<file path="src/rtl/servant_arb_pkg.sv">
// Shared types and constants for the servant memory arbiter.
// State encoding doubles as the one-hot grant vector.
package servant_arb_pkg;

  typedef enum logic [1:0] {
    IDLE = 2'd0,
    OWN0 = 2'd1,
    OWN1 = 2'd2
  } arb_state_e;

  localparam logic M_CPU  = 1'b0;
  localparam logic M_BOOT = 1'b1;

  localparam logic [31:0] IDLE_BUS = 32'h0000_0000;

  typedef struct packed {
    logic [31:0] adr;
    logic [31:0] dat;
    logic [3:0]  sel;
    logic        we;
    logic        cyc;
  } wb_req_t;

  // Owner index recorded when leaving an OWN state.
  function automatic logic owner_of(arb_state_e s);
    return (s == OWN1) ? M_BOOT : M_CPU;
  endfunction

endpackage

</file>
<file path="src/rtl/servant_wb_timeout.sv">
// Loadable saturating cycle counter with expiry compare.
// Shared by the bus bridges to detect a hung slave.
module servant_wb_timeout #(
  parameter int unsigned TIMEOUT = 255,
  parameter int unsigned TW      = 8
) (
  input  logic          clk_i,
  input  logic          rst_i,
  input  logic          clr_i,
  input  logic          en_i,
  input  logic          ld_i,
  input  logic [TW-1:0] ld_val_i,
  output logic          expired_o
);

  logic [TW-1:0] cnt_q;
  logic [TW-1:0] cnt_d;

  // Clear beats load beats count; count holds at all-ones.
  always_comb begin
    cnt_d = cnt_q;
    if (clr_i) begin
      cnt_d = '0;
    end else if (ld_i) begin
      cnt_d = ld_val_i;
    end else if (en_i && (cnt_q != {TW{1'b1}})) begin
      cnt_d = cnt_q + 1'b1;
    end
  end

  // Counter register.
  always_ff @(posedge clk_i) begin
    if (rst_i) begin
      cnt_q <= '0;
    end else begin
      cnt_q <= cnt_d;
    end
  end

  assign expired_o = (cnt_q == TW'(TIMEOUT - 1));

endmodule

</file>
<file path="src/rtl/servant_mem_arbiter.sv">
// Two-master Wishbone arbiter in front of the servant RAM.
// CPU is master 0, bootloader DMA is master 1.
module servant_mem_arbiter
  import servant_arb_pkg::*;
#(
  parameter int unsigned PRIORITY = 0,
  parameter int unsigned TIMEOUT  = 255,
  parameter int unsigned TW       = 8
) (
  input  logic        i_clk,
  input  logic        i_rst,
  input  logic        i_boot_excl,
  input  logic [31:0] i_m0_adr,
  input  logic [31:0] i_m0_dat,
  input  logic [3:0]  i_m0_sel,
  input  logic        i_m0_we,
  input  logic        i_m0_cyc,
  output logic [31:0] o_m0_rdt,
  output logic        o_m0_ack,
  input  logic [31:0] i_m1_adr,
  input  logic [31:0] i_m1_dat,
  input  logic [3:0]  i_m1_sel,
  input  logic        i_m1_we,
  input  logic        i_m1_cyc,
  output logic [31:0] o_m1_rdt,
  output logic        o_m1_ack,
  output logic [31:0] o_s_adr,
  output logic [31:0] o_s_dat,
  output logic [3:0]  o_s_sel,
  output logic        o_s_we,
  output logic        o_s_cyc,
  input  logic [31:0] i_s_rdt,
  input  logic        i_s_ack,
  output logic [1:0]  o_grant,
  output logic        o_timeout
);

  arb_state_e state_q;
  arb_state_e state_d;
  logic       last_q;
  logic       last_d;

  wb_req_t    m0;
  wb_req_t    m1;
  wb_req_t    own;

  logic       req0;
  logic       req1;
  logic       owning;
  logic       expired;
  logic       forced;
  logic       ack_own;
  logic [31:0] rdt_own;

  assign m0 = '{adr: i_m0_adr, dat: i_m0_dat,
                sel: i_m0_sel, we: i_m0_we,
                cyc: i_m0_cyc};
  assign m1 = '{adr: i_m1_adr, dat: i_m1_dat,
                sel: i_m1_sel, we: i_m1_we,
                cyc: i_m1_cyc};

  assign req0   = i_m0_cyc & ~i_boot_excl;
  assign req1   = i_m1_cyc;
  assign owning = (state_q != IDLE);
  assign own    = (state_q == OWN1) ? m1 : m0;

  // A forced ack only when the slave stays silent on the
  // expiry cycle and the owner is still in its cycle.
  assign forced  = owning & expired & own.cyc & ~i_s_ack;
  assign ack_own = i_s_ack | forced;
  assign rdt_own = forced ? IDLE_BUS : i_s_rdt;

  // Counts OWN cycles without a slave ack; cleared while idle
  // so every grant starts from zero.
  servant_wb_timeout #(
    .TIMEOUT (TIMEOUT),
    .TW      (TW)
  ) u_timeout (
    .clk_i     (i_clk),
    .rst_i     (i_rst),
    .clr_i     (~owning),
    .en_i      (owning & ~i_s_ack),
    .ld_i      (1'b0),
    .ld_val_i  ({TW{1'b0}}),
    .expired_o (expired)
  );

  // State and last-owner registers.
  always_ff @(posedge i_clk) begin
    if (i_rst) begin
      state_q <= IDLE;
      last_q  <= M_BOOT;
    end else begin
      state_q <= state_d;
      last_q  <= last_d;
    end
  end

  // Arbitration in IDLE; ack, abort or expiry ends ownership.
  always_comb begin
    state_d = state_q;
    last_d  = last_q;
    unique case (state_q)
      IDLE: begin
        if (req0 && req1) begin
          if ((PRIORITY != 0) || (last_q == M_BOOT)) begin
            state_d = OWN0;
          end else begin
            state_d = OWN1;
          end
        end else if (req0) begin
          state_d = OWN0;
        end else if (req1) begin
          state_d = OWN1;
        end
      end
      OWN0, OWN1: begin
        if (i_s_ack || !own.cyc || expired) begin
          state_d = IDLE;
          last_d  = owner_of(state_q);
        end
      end
      default: begin
        state_d = IDLE;
      end
    endcase
  end

  // Slave mux from the owner, acks routed back to it only.
  always_comb begin
    o_s_adr   = IDLE_BUS;
    o_s_dat   = IDLE_BUS;
    o_s_sel   = 4'h0;
    o_s_we    = 1'b0;
    o_s_cyc   = 1'b0;
    o_m0_ack  = 1'b0;
    o_m0_rdt  = IDLE_BUS;
    o_m1_ack  = 1'b0;
    o_m1_rdt  = IDLE_BUS;
    o_timeout = 1'b0;
    o_grant   = state_q;
    if (owning) begin
      o_s_adr   = own.adr;
      o_s_dat   = own.dat;
      o_s_sel   = own.sel;
      o_s_we    = own.we;
      o_s_cyc   = own.cyc & ~expired;
      o_timeout = forced;
    end
    unique case (state_q)
      OWN0: begin
        o_m0_ack = ack_own;
        o_m0_rdt = rdt_own;
      end
      OWN1: begin
        o_m1_ack = ack_own;
        o_m1_rdt = rdt_own;
      end
      default: begin
        o_grant = 2'b00;
      end
    endcase
  end

endmodule

</file>
<file path="config.mk">
export PLATFORM = sky130hd
export DESIGN_NAME = servant_mem_arbiter
export DESIGN_NICKNAME = d
export VERILOG_FILES = /design/src/rtl/servant_arb_pkg.sv /design/src/rtl/servant_wb_timeout.sv /design/src/rtl/servant_mem_arbiter.sv
export SDC_FILE = /design/constraint.sdc
export NUM_CORES = 1
export LEC_CHECK = 0
export CORE_AREA = 4 4 120 122
export DETAILED_ROUTE_END_ITERATION = 8
export DIE_AREA = 0 0 124 126
export GPL_TIMING_DRIVEN = 0
export SLEW_MARGIN = 20
export SYNTH_ARGS = -nofsm -noshare
export SYNTH_HDL_FRONTEND = slang
export SYNTH_SLANG_ARGS = --single-unit
</file>
<file path="constraint.sdc">
create_clock -name i_clk -period 5.48 [get_ports i_clk]
set_clock_uncertainty 0.1 [all_clocks]
set_input_delay 0.548 -clock i_clk [delete_from_list [all_inputs] [get_ports i_clk]]
set_output_delay 0.548 -clock i_clk [all_outputs]
set_load 0.01 [all_outputs]
</file>
# ---- Word-level counts from Yosys, hierarchy flattened
# Index checks and enable logic that the tools add are counted.
dict set report classes {
  reduce_logical 11
  mux 20
  n_eq_ne 6
  add_sub_neg 1
  multipliers 0
  div_mod_pow 0
  n_shift 0
  n_lt_le_gt_ge 0
  bitwise 11
}
# operator n
set op_table {}
lappend op_table {{32-bit two-way mux} 5}
lappend op_table {{70-bit two-way mux} 1}
lappend op_table {{2-bit two-way mux} 6}
lappend op_table {{8-bit by 1-bit adder with 8-bit output (second input constant)} 1}
lappend op_table {{8-bit equality test (second input constant)} 1}
lappend op_table {{8-bit != test (second input constant)} 1}
lappend op_table {{1-bit AND} 6}
lappend op_table {{1-bit two-way mux} 6}
lappend op_table {{4-bit two-way mux} 1}
lappend op_table {{4-bit != test (second input constant)} 1}
lappend op_table {{1-bit inverter} 4}
lappend op_table {{2-bit case mux with 2 select lines} 1}
lappend op_table {{2-bit AND reduction} 2}
lappend op_table {{2-bit OR reduction} 2}
lappend op_table {{2-bit by 1-bit equality test with 1-bit output (second input constant)} 1}
lappend op_table {{2-bit equality test (second input constant)} 1}
lappend op_table {{1-bit logical AND} 2}
lappend op_table {{2-bit logical NOT} 1}
lappend op_table {{1-bit logical OR} 2}
lappend op_table {{2-bit by 1-bit != test with 1-bit output (second input constant)} 1}
lappend op_table {{2-bit nonzero test} 1}
lappend op_table {{1-bit logical NOT} 1}
lappend op_table {{1-bit OR} 1}
dict set report word_totals {
  romBits 0
  latch_bits 0
  word_cells 52
  ram_bits 0
  ff_bits 11
  in_bits 176
  n_memories 0
  output_inout_bits 139
}

# ---- Depth between registers and ports, before layout
# Gate-level depths: netlist of the first run.
dict set report logic_depth {
  word_depth 7
  ltp_mapped 8
  depth_no_buf 6
}

# ---- By module
# Synthesis of the first run repeated with hierarchy kept, for this count alone.
dict set report unflattened {
  cells_unflattened 323
  hier_area_um2 2309.7
}
# mod area_per_inst_um2 seq_area_each_um2 cells_per_inst n_inst
set by_module_without_submodules {}
lappend by_module_without_submodules {servant_mem_arbiter 1801.7 60.1 261 1}
lappend by_module_without_submodules {servant_wb_timeout 508.0 160.2 62 1}

# ---- Least setup slack after synthesis of the first run
# No wires, ideal clock.
dict set report synth_timing {
  path_type {register to output}
  from {register state_q[0]}
  to {output o_m0_rdt[10]}
  required_ns 4.832
  n_path_buf 2
  slack_ns 3.028
  stages_incl_launch_ff 9
  arrival_time_ns 1.804
  path_cell_list {dfxtp_1 > inv_1 > ha_1 > buf_2 > mux2i_1 > or2_1 > o31a_1 > clkbuf_1 > and2_1}
}
dict set report synth_via {
  elab_chain_cells 6
  word_cells_on_any_way 9
  classes_between {eq/ne: 2; mux: 3; bitwise: 3; reduce/logical: 1}
}
# item line
set synth_rtl {}
lappend synth_rtl {{start: declaration} servant_mem_arbiter.sv:38} ;# arb_state_e state_q;
lappend synth_rtl {{start signal: assignment} servant_mem_arbiter.sv:94} ;# state_q <= state_d;
lappend synth_rtl {{2-bit equality test or 2-bit nonzero test (tied branches)} {servant_mem_arbiter.sv:65, servant_mem_arbiter.sv:64}}
lappend synth_rtl {{70-bit two-way mux or 1-bit AND (tied branches)} {servant_mem_arbiter.sv:65, servant_mem_arbiter.sv:69}}
lappend synth_rtl {{1-bit AND (2 in series)} servant_mem_arbiter.sv:69} ;# assign forced = owning & expired & own.cyc & ~i_s_ack;
lappend synth_rtl {{32-bit two-way mux} servant_mem_arbiter.sv:71} ;# assign rdt_own = forced ? IDLE_BUS : i_s_rdt;
lappend synth_rtl {{32-bit two-way mux *} servant_mem_arbiter.sv:150} ;# unique case (state_q)
lappend synth_rtl {{end: declaration} servant_mem_arbiter.sv:18} ;# output logic [31:0] o_m0_rdt,
# Mark *: on every way between the ends. The rest lies on a longest branch, timed or not.

# ---- Worst setup path in the final report of the first run
dict set report layout_timing {
  from {register state_q[0]}
  to {output o_m0_rdt[12]}
}
# The elaborated chain is that of the path after synthesis.

==> results of run 1 <==
## power by group through the flow
| stage | combinational (mW) | clock [mW] | sequential, mW |
|---|---|---|---|
| global placement | 0.820 | 0 | 0.0892 |
| CTS | 0.828 | 0.132 | 0.0882 |
| floorplan | 0.351 | 0 | 0.0888 |
| finish | 0.814 | 0.130 | 0.0881 |
| global route | 0.873 | 0.137 | 0.0886 |
| detailed placement | 0.823 | 0 | 0.0895 |
## cell usage in the layout (no fill, tap or decap), drive strengths merged
cell type | Yosys | layout
o21ai | 2 | 2
nor2 | 80 | 80
nor2b | 2 | 2
nor4bb | 1 | 1
clkdlybuf4s50 | 0 | 314
mux2i | 74 | 74
or2 | 2 | 2
xor2 | 3 | 3
and2 | 64 | 64
o211ai | 3 | 3
nand3 | 4 | 4
nor3 | 4 | 4
o21a | 3 | 3
and3 | 3 | 3
nand2 | 4 | 4
xnor2 | 1 | 1
clkbuf | 10 | 14
ha | 5 | 5
dfxtp | 11 | 11
buf | 13 | 13
nor3b | 1 | 1
nand2b | 3 | 3
nand4 | 3 | 3
or4 | 1 | 1
inv | 6 | 6
o31a | 1 | 1
a31oi | 2 | 2
a211oi | 2 | 2
## registers in the layout (all words and copies together) (netlist names)
signal and count:
state_q 2, u_timeout.cnt_q 8, last_q 1
## worst paths after layout
path,start,to,slack (ns),depth (start not counted)
setup / recovery,state_q[0],o_m0_rdt[12],1.86,9
hold / removal,state_q[0],state_q[0],0.39,2
setup reg to reg,state_q[0],u_timeout.cnt_q[7],3.51,6
hold reg to reg,state_q[0],state_q[0],0.39,2
## cell type report
| cell class | instances | area (sq um) | area share, % |
|---|---|---|---|
| plain buffers | 23 | 95.1 | 1.71 |
| clock buffers | 4 | 78.8 | 1.41 |
| inverters | 6 | 22.5 | 0.404 |
| multi-input cells | 268 | 1790 | 32.2 |
| flip-flops and latches | 11 | 220 | 3.95 |
| well taps | 176 | 220 | 3.95 |
| repair buffers | 314 | 3140 | 56.4 |
## kinds of logic (layout without fill, tap and decap cells)
group           count (synthesis)  after routing  synth area share, %
simple gates                  172            172                 40.5
mux                            74             74                 34.8
buf+inv                        29            347                 5.52
compound gates                 13             13                 4.29
flops                          11             11                 10.3
fa+ha+maj                       5              5                 2.94
xor+xnor                        4              4                 1.65
## worst register-to-register path: stages, from the launching register on
cell	delay, ns
dfxtp_1	0.34
inv_1	0.07
ha_1	0.28
nor4bb_1	0.42
nand3_1	0.20
or4_1	0.43
nand2_1	0.07
## routing by layer
layer / GRT usage, % / up-vias / part of all wire [%]
li1: - / 1659 / -
met1: 17.0 / 1500 / 36
met2: 31.0 / 141 / 53
met3: 3.54 / 7 / 9.5
met4: 1.87 / 0 / 0.84
met5: 0 / - / 0
## stage by stage
stage,utilization [%],instances,area (sq um),hold slack (ns)
final,42.2,802,5570,0.394
after global routing,42.2,802,5570,0.423
after CTS,42.2,802,5570,0.399
after detailed placement,41.6,798,5490,0.392
after global placement,41.6,798,5490,0.383
after floorplan,-,308,2130,0.365
==> flow_summary.ini, run 1 <==
[cts]
htree_levels = 1
path_clk_slew_ns = 0.04
cts_setup_buffers = 0
clock_path_buffers = 2
cts_hold_buf = 0
cts_num_sinks = 11
cts_buffers = 3
root_buffer = clkbuf_16
cts_resized = 0
cts_tree = done
clkLatencyLatePin_ns = 0.23

[route]
drc = 0
first_pass_iters = 4
wl_per_cell_microns = 16.8
detail_route.vias_per_cell = 4.12
num_vias = 3307
drt_iter0_markers = 82
antenna_left = 0
routed_wl_mm = 13.5

[yosys]
synth.net_count = 489
synth_async_sr_flop_share_pct = 0
netlist-cell-type-count = 29
postSynthCellCount = 308
ys_ff_latch = 11
synth_edf_count = 0
ys.flop_type = dfxtp_1
seq_area_frac_synth_pct = 10.3
avgSynthCellArea_sq_um = 6.91
syn_area_sq_mm = 0.00213
synth_common_cells = nor2_1, mux2i_1, and2_1
yosysTopAreaCellShare_pct = 34.8
yosys.area.top_type = mux2i_1
yosysMostFrequentCell = nor2_1
yosys_warnings = 0
synth_area_leaders = mux2i_1, and2_1, nor2_1, dfxtp_1, ha_1

[worst_setup_path]
crit_family = buffers and inverters
cp-end-kind = output pin
path_class = reg -> out
crit_required_ns = 4.83
max_stage_delay_ns = 0.56
crit_chain = inv_1 > ha_1 > buf_2 > mux2i_1 > or2_1 > o31a_1 > clkbuf_1 > and2_1 > clkdlybuf4s50_1
critPathMaxFanout = 10
crit_buf_inv = 4
arrival_ns = 2.97
cp-start-kind = flop
critPathSlowestCell = clkdlybuf4s50_1

[floorplan]
die_w_microns = 124
core_area_sq_mm = 0.0132
std_cell_rows = 42
die-area_sq_mm = 0.0156
fp.dieH_microns = 126
start_util_pct = 16.1
io_pins = 315

[timing]
hold_viol = 0
finalSetupViolCount = 0
max_freq_ghz = 0.276
final.period_utilization_pct = 66.0
slew-limit-headroom_pct = 55.1
slew_violations = 0
tns_ns = 0
worstMarginPinSlew_ns = 0.674
rsz0062_at_grt = false
final.setup.worst_slack_ns = 1.86
period_needed_ns = 3.62

[power_and_ir_drop]
combPwrFrac_pct = 78.9
finalPower_mw = 1.03
clock_power_share_pct = 12.6
p_sw_mw = 0.394
p_int_mw = 0.638
leakage_nw = 2.07
powerDensity_mw_per_mm2 = 185
sw_frac_of_total_pct = 38.2
seqPwrFrac_pct = 8.5
peakVddDrop_mv = 0.0982

[grt]
grt_use_total_pct = 15.6
overflow = 0
grt_max_degree = 11
grt_pass1_vias = 3398
antenna_found_initial = 0
grt_pass1_wl_mm = 19.4

[finish]
diodes = 0
area_delta_synth_final_pct = 162
fillerInstances = 1305
fin_nets = 808
drive_above_1_share_pct = 1.76

[placement]
io_buffers = 314
gp_congestion = 0.799
place_ws_ns = 1.94
dp_hpwl_mm = 11.8

[flow_run]
max_cap_viol_count = 0

[worst_hold_path]
hold_path_class = reg -> reg

[outcome]
status = completed
(Power assumes the default switching activity.)
==> inputs of run 2 (changes only) <==
==> constraint.sdc (replaced) <==
create_clock -name i_clk -period 3 [get_ports i_clk]
set_clock_uncertainty 0.1 [all_clocks]
set_input_delay 0.3 -clock i_clk [delete_from_list [all_inputs] [get_ports i_clk]]
set_output_delay 0.3 -clock i_clk [all_outputs]
set_load 0.01 [all_outputs]
==> run 2 against run 1 <==
  * Design area increased by 1.3%
  * Die area unchanged
  * Critical path depth increased by 1
  * Power increased by 86%
  * Worst hold slack got worse by 0.012 ns
  * Utilization increased by 0.56 points
  * Final cell count increased by 0.75%
  * Non-clock buffer count increased by 6
==> flow_summary.ini, run 2 (same netlist as run 1, synthesis figures left out) <==
[worst_setup_path]
worst-r2r-setup-slack_ns = 1.02
crit_buf_inv = 5
crit_family = buffers and inverters
max_stage_delay_ns = 0.33
arrival_ns = 2.51
cp-end-kind = output pin
r2r-end = u_timeout.cnt_q[7]
path_class = reg -> out
rr_startpoint = state_q[1]
critPathSlowestCell = dfxtp_2
critPathMaxFanout = 10
crit_chain = inv_1 > ha_1 > buf_6 > mux2i_4 > or2_4 > o31a_1 > buf_4 > clkbuf_8 > and2_1 > dlygate4sd2_1
reg2reg_depth = 6
cp-start-kind = flop
crit_required_ns = 2.60

[timing]
period_needed_ns = 2.91
final.period_utilization_pct = 97.0
max_freq_ghz = 0.344
slew-limit-headroom_pct = 55.6
finalSetupViolCount = 0
slew_violations = 0
rsz0062_at_grt = false
final.setup.worst_slack_ns = 0.0911
hold_viol = 0
worstMarginPinSlew_ns = 0.665

[cts]
clock_path_buffers = 2
cts_tree = done
htree_levels = 1
path_clk_slew_ns = 0.04
cts_num_sinks = 11
root_buffer = clkbuf_16
cts_buffers = 3
clkLatencyLatePin_ns = 0.24

[floorplan]
start_util_pct = 16.1
core_area_sq_mm = 0.0132
die-area_sq_mm = 0.0156
std_cell_rows = 42
die_w_microns = 124
io_pins = 315
fp.dieH_microns = 126

[placement]
place_ws_ns = -0.197
dp_hpwl_mm = 11.8
gp_congestion = 0.799
place_area_sq_mm = 0.00549
post-place-cells = 798
io_buffers = 314

[route]
detail_route.vias_per_cell = 4.12
wl_per_cell_microns = 16.9
drc = 0
antenna_left = 0
num_vias = 3328
first_pass_iters = 4
drt_iter0_markers = 101
routed_wl_mm = 13.7

[grt]
antenna_found_initial = 0
grt_pass1_vias = 3402
grt_max_degree = 11
grt_use_total_pct = 15.7
grt_pass1_wl_mm = 19.5
overflow = 0

[finish]
finish.instance_area_sq_mm = 0.00565
area_delta_synth_final_pct = 165
fin_nets = 814
layout_common_cells = clkdlybuf4s50_1, nor2_1, mux2i_1
regMostFlops = u_timeout.cnt_q
final_common_cell = clkdlybuf4s50_1
drive_above_1_share_pct = 4.59
final_core_util_pct = 42.8
top_regs = u_timeout.cnt_q (8), state_q (2), last_q (1)
largest_reg_flops = 8
diodes = 0
layout.cells.non_filler = 808

[worst_hold_path]
holdPathStages = 2
hold_start = state_q[0]
hold_path_class = reg -> reg
min_to = state_q[0]

[flow_run]
max_cap_viol_count = 0

[power_and_ir_drop]
powerDensity_mw_per_mm2 = 339
leakage_nw = 2.33
finalPower_mw = 1.92
peakVddDrop_mv = 0.173

[outcome]
status = completed
[run 2: cell count changes in the layout (fill, tap and decap cells not counted), sizes merged]
cell | before | now
clkbuf | 14 | 12
dlymetal6s2s | 0 | 4
dlygate4sd2 | 0 | 27
buf | 13 | 21
clkdlybuf4s50 | 314 | 283
[run 2: worst max-delay path by stage]
stage / end / start / depth (start not counted)
6_report: o_m0_rdt[12] / state_q[0] / 10
5_1_grt: o_m0_rdt[12] / state_q[0] / 10
4_1_cts: o_m0_rdt[4] / state_q[0] / 9
3_5_place_dp: o_m0_rdt[12] / state_q[0] / 9
3_3_place_gp: o_m0_rdt[12] / state_q[0] / 9
2_1_floorplan: o_m0_rdt[10] / state_q[0] / 8
[run 2: power breakdown]
part           internal, mW  total [mW]  switching (mW)
Clock                 0.178       0.240          0.0615
Combinational         0.852        1.51           0.663
Sequential            0.156       0.161         0.00565
[run 2: worst register-to-register path: stages (launching register included)]
cell      delay (ns)
dfxtp_1         0.35
inv_1           0.07
ha_1            0.27
nor4bb_1        0.44
nand3_1         0.20
or4_1           0.43
nand2_1         0.07
[run 2: routing by layer]
metal  GRT usage (%)  wire length (microns)  vias to the layer above
li1                -                      -                     1674
met1            16.9                   4940                     1509
met2            31.2                   7330                      138
met3            3.54                   1280                        7
met4            1.87                    106                        0
met5               0                      0                        -
[run 2: through the flow]
step	TNS, ns	hold slack [ns]
after floorplan	0	0.356
after global routing	0	0.405
final	0	0.382
after CTS	-0.648	0.399
after detailed placement	-4.00	0.392
after global placement	-2.69	0.383
[run 2: repair_timing]
item,CTS,global route
setup buffers,0,6
hold buffers,0,0
resized for setup,38,18
endpoints found under the hold margin,0,0
pin swaps,1,1
setup endpoints to repair,56,130
[run 2: cell type report]
cell class              instances  area [sq um]
fillers                      1321          7540
repair buffers                320          3160
multi-input cells             268          1810
flip-flops and latches         11           221
well taps                     176           220
plain buffers                  23           125
clock buffers                   4          78.8
inverters                       6          22.5
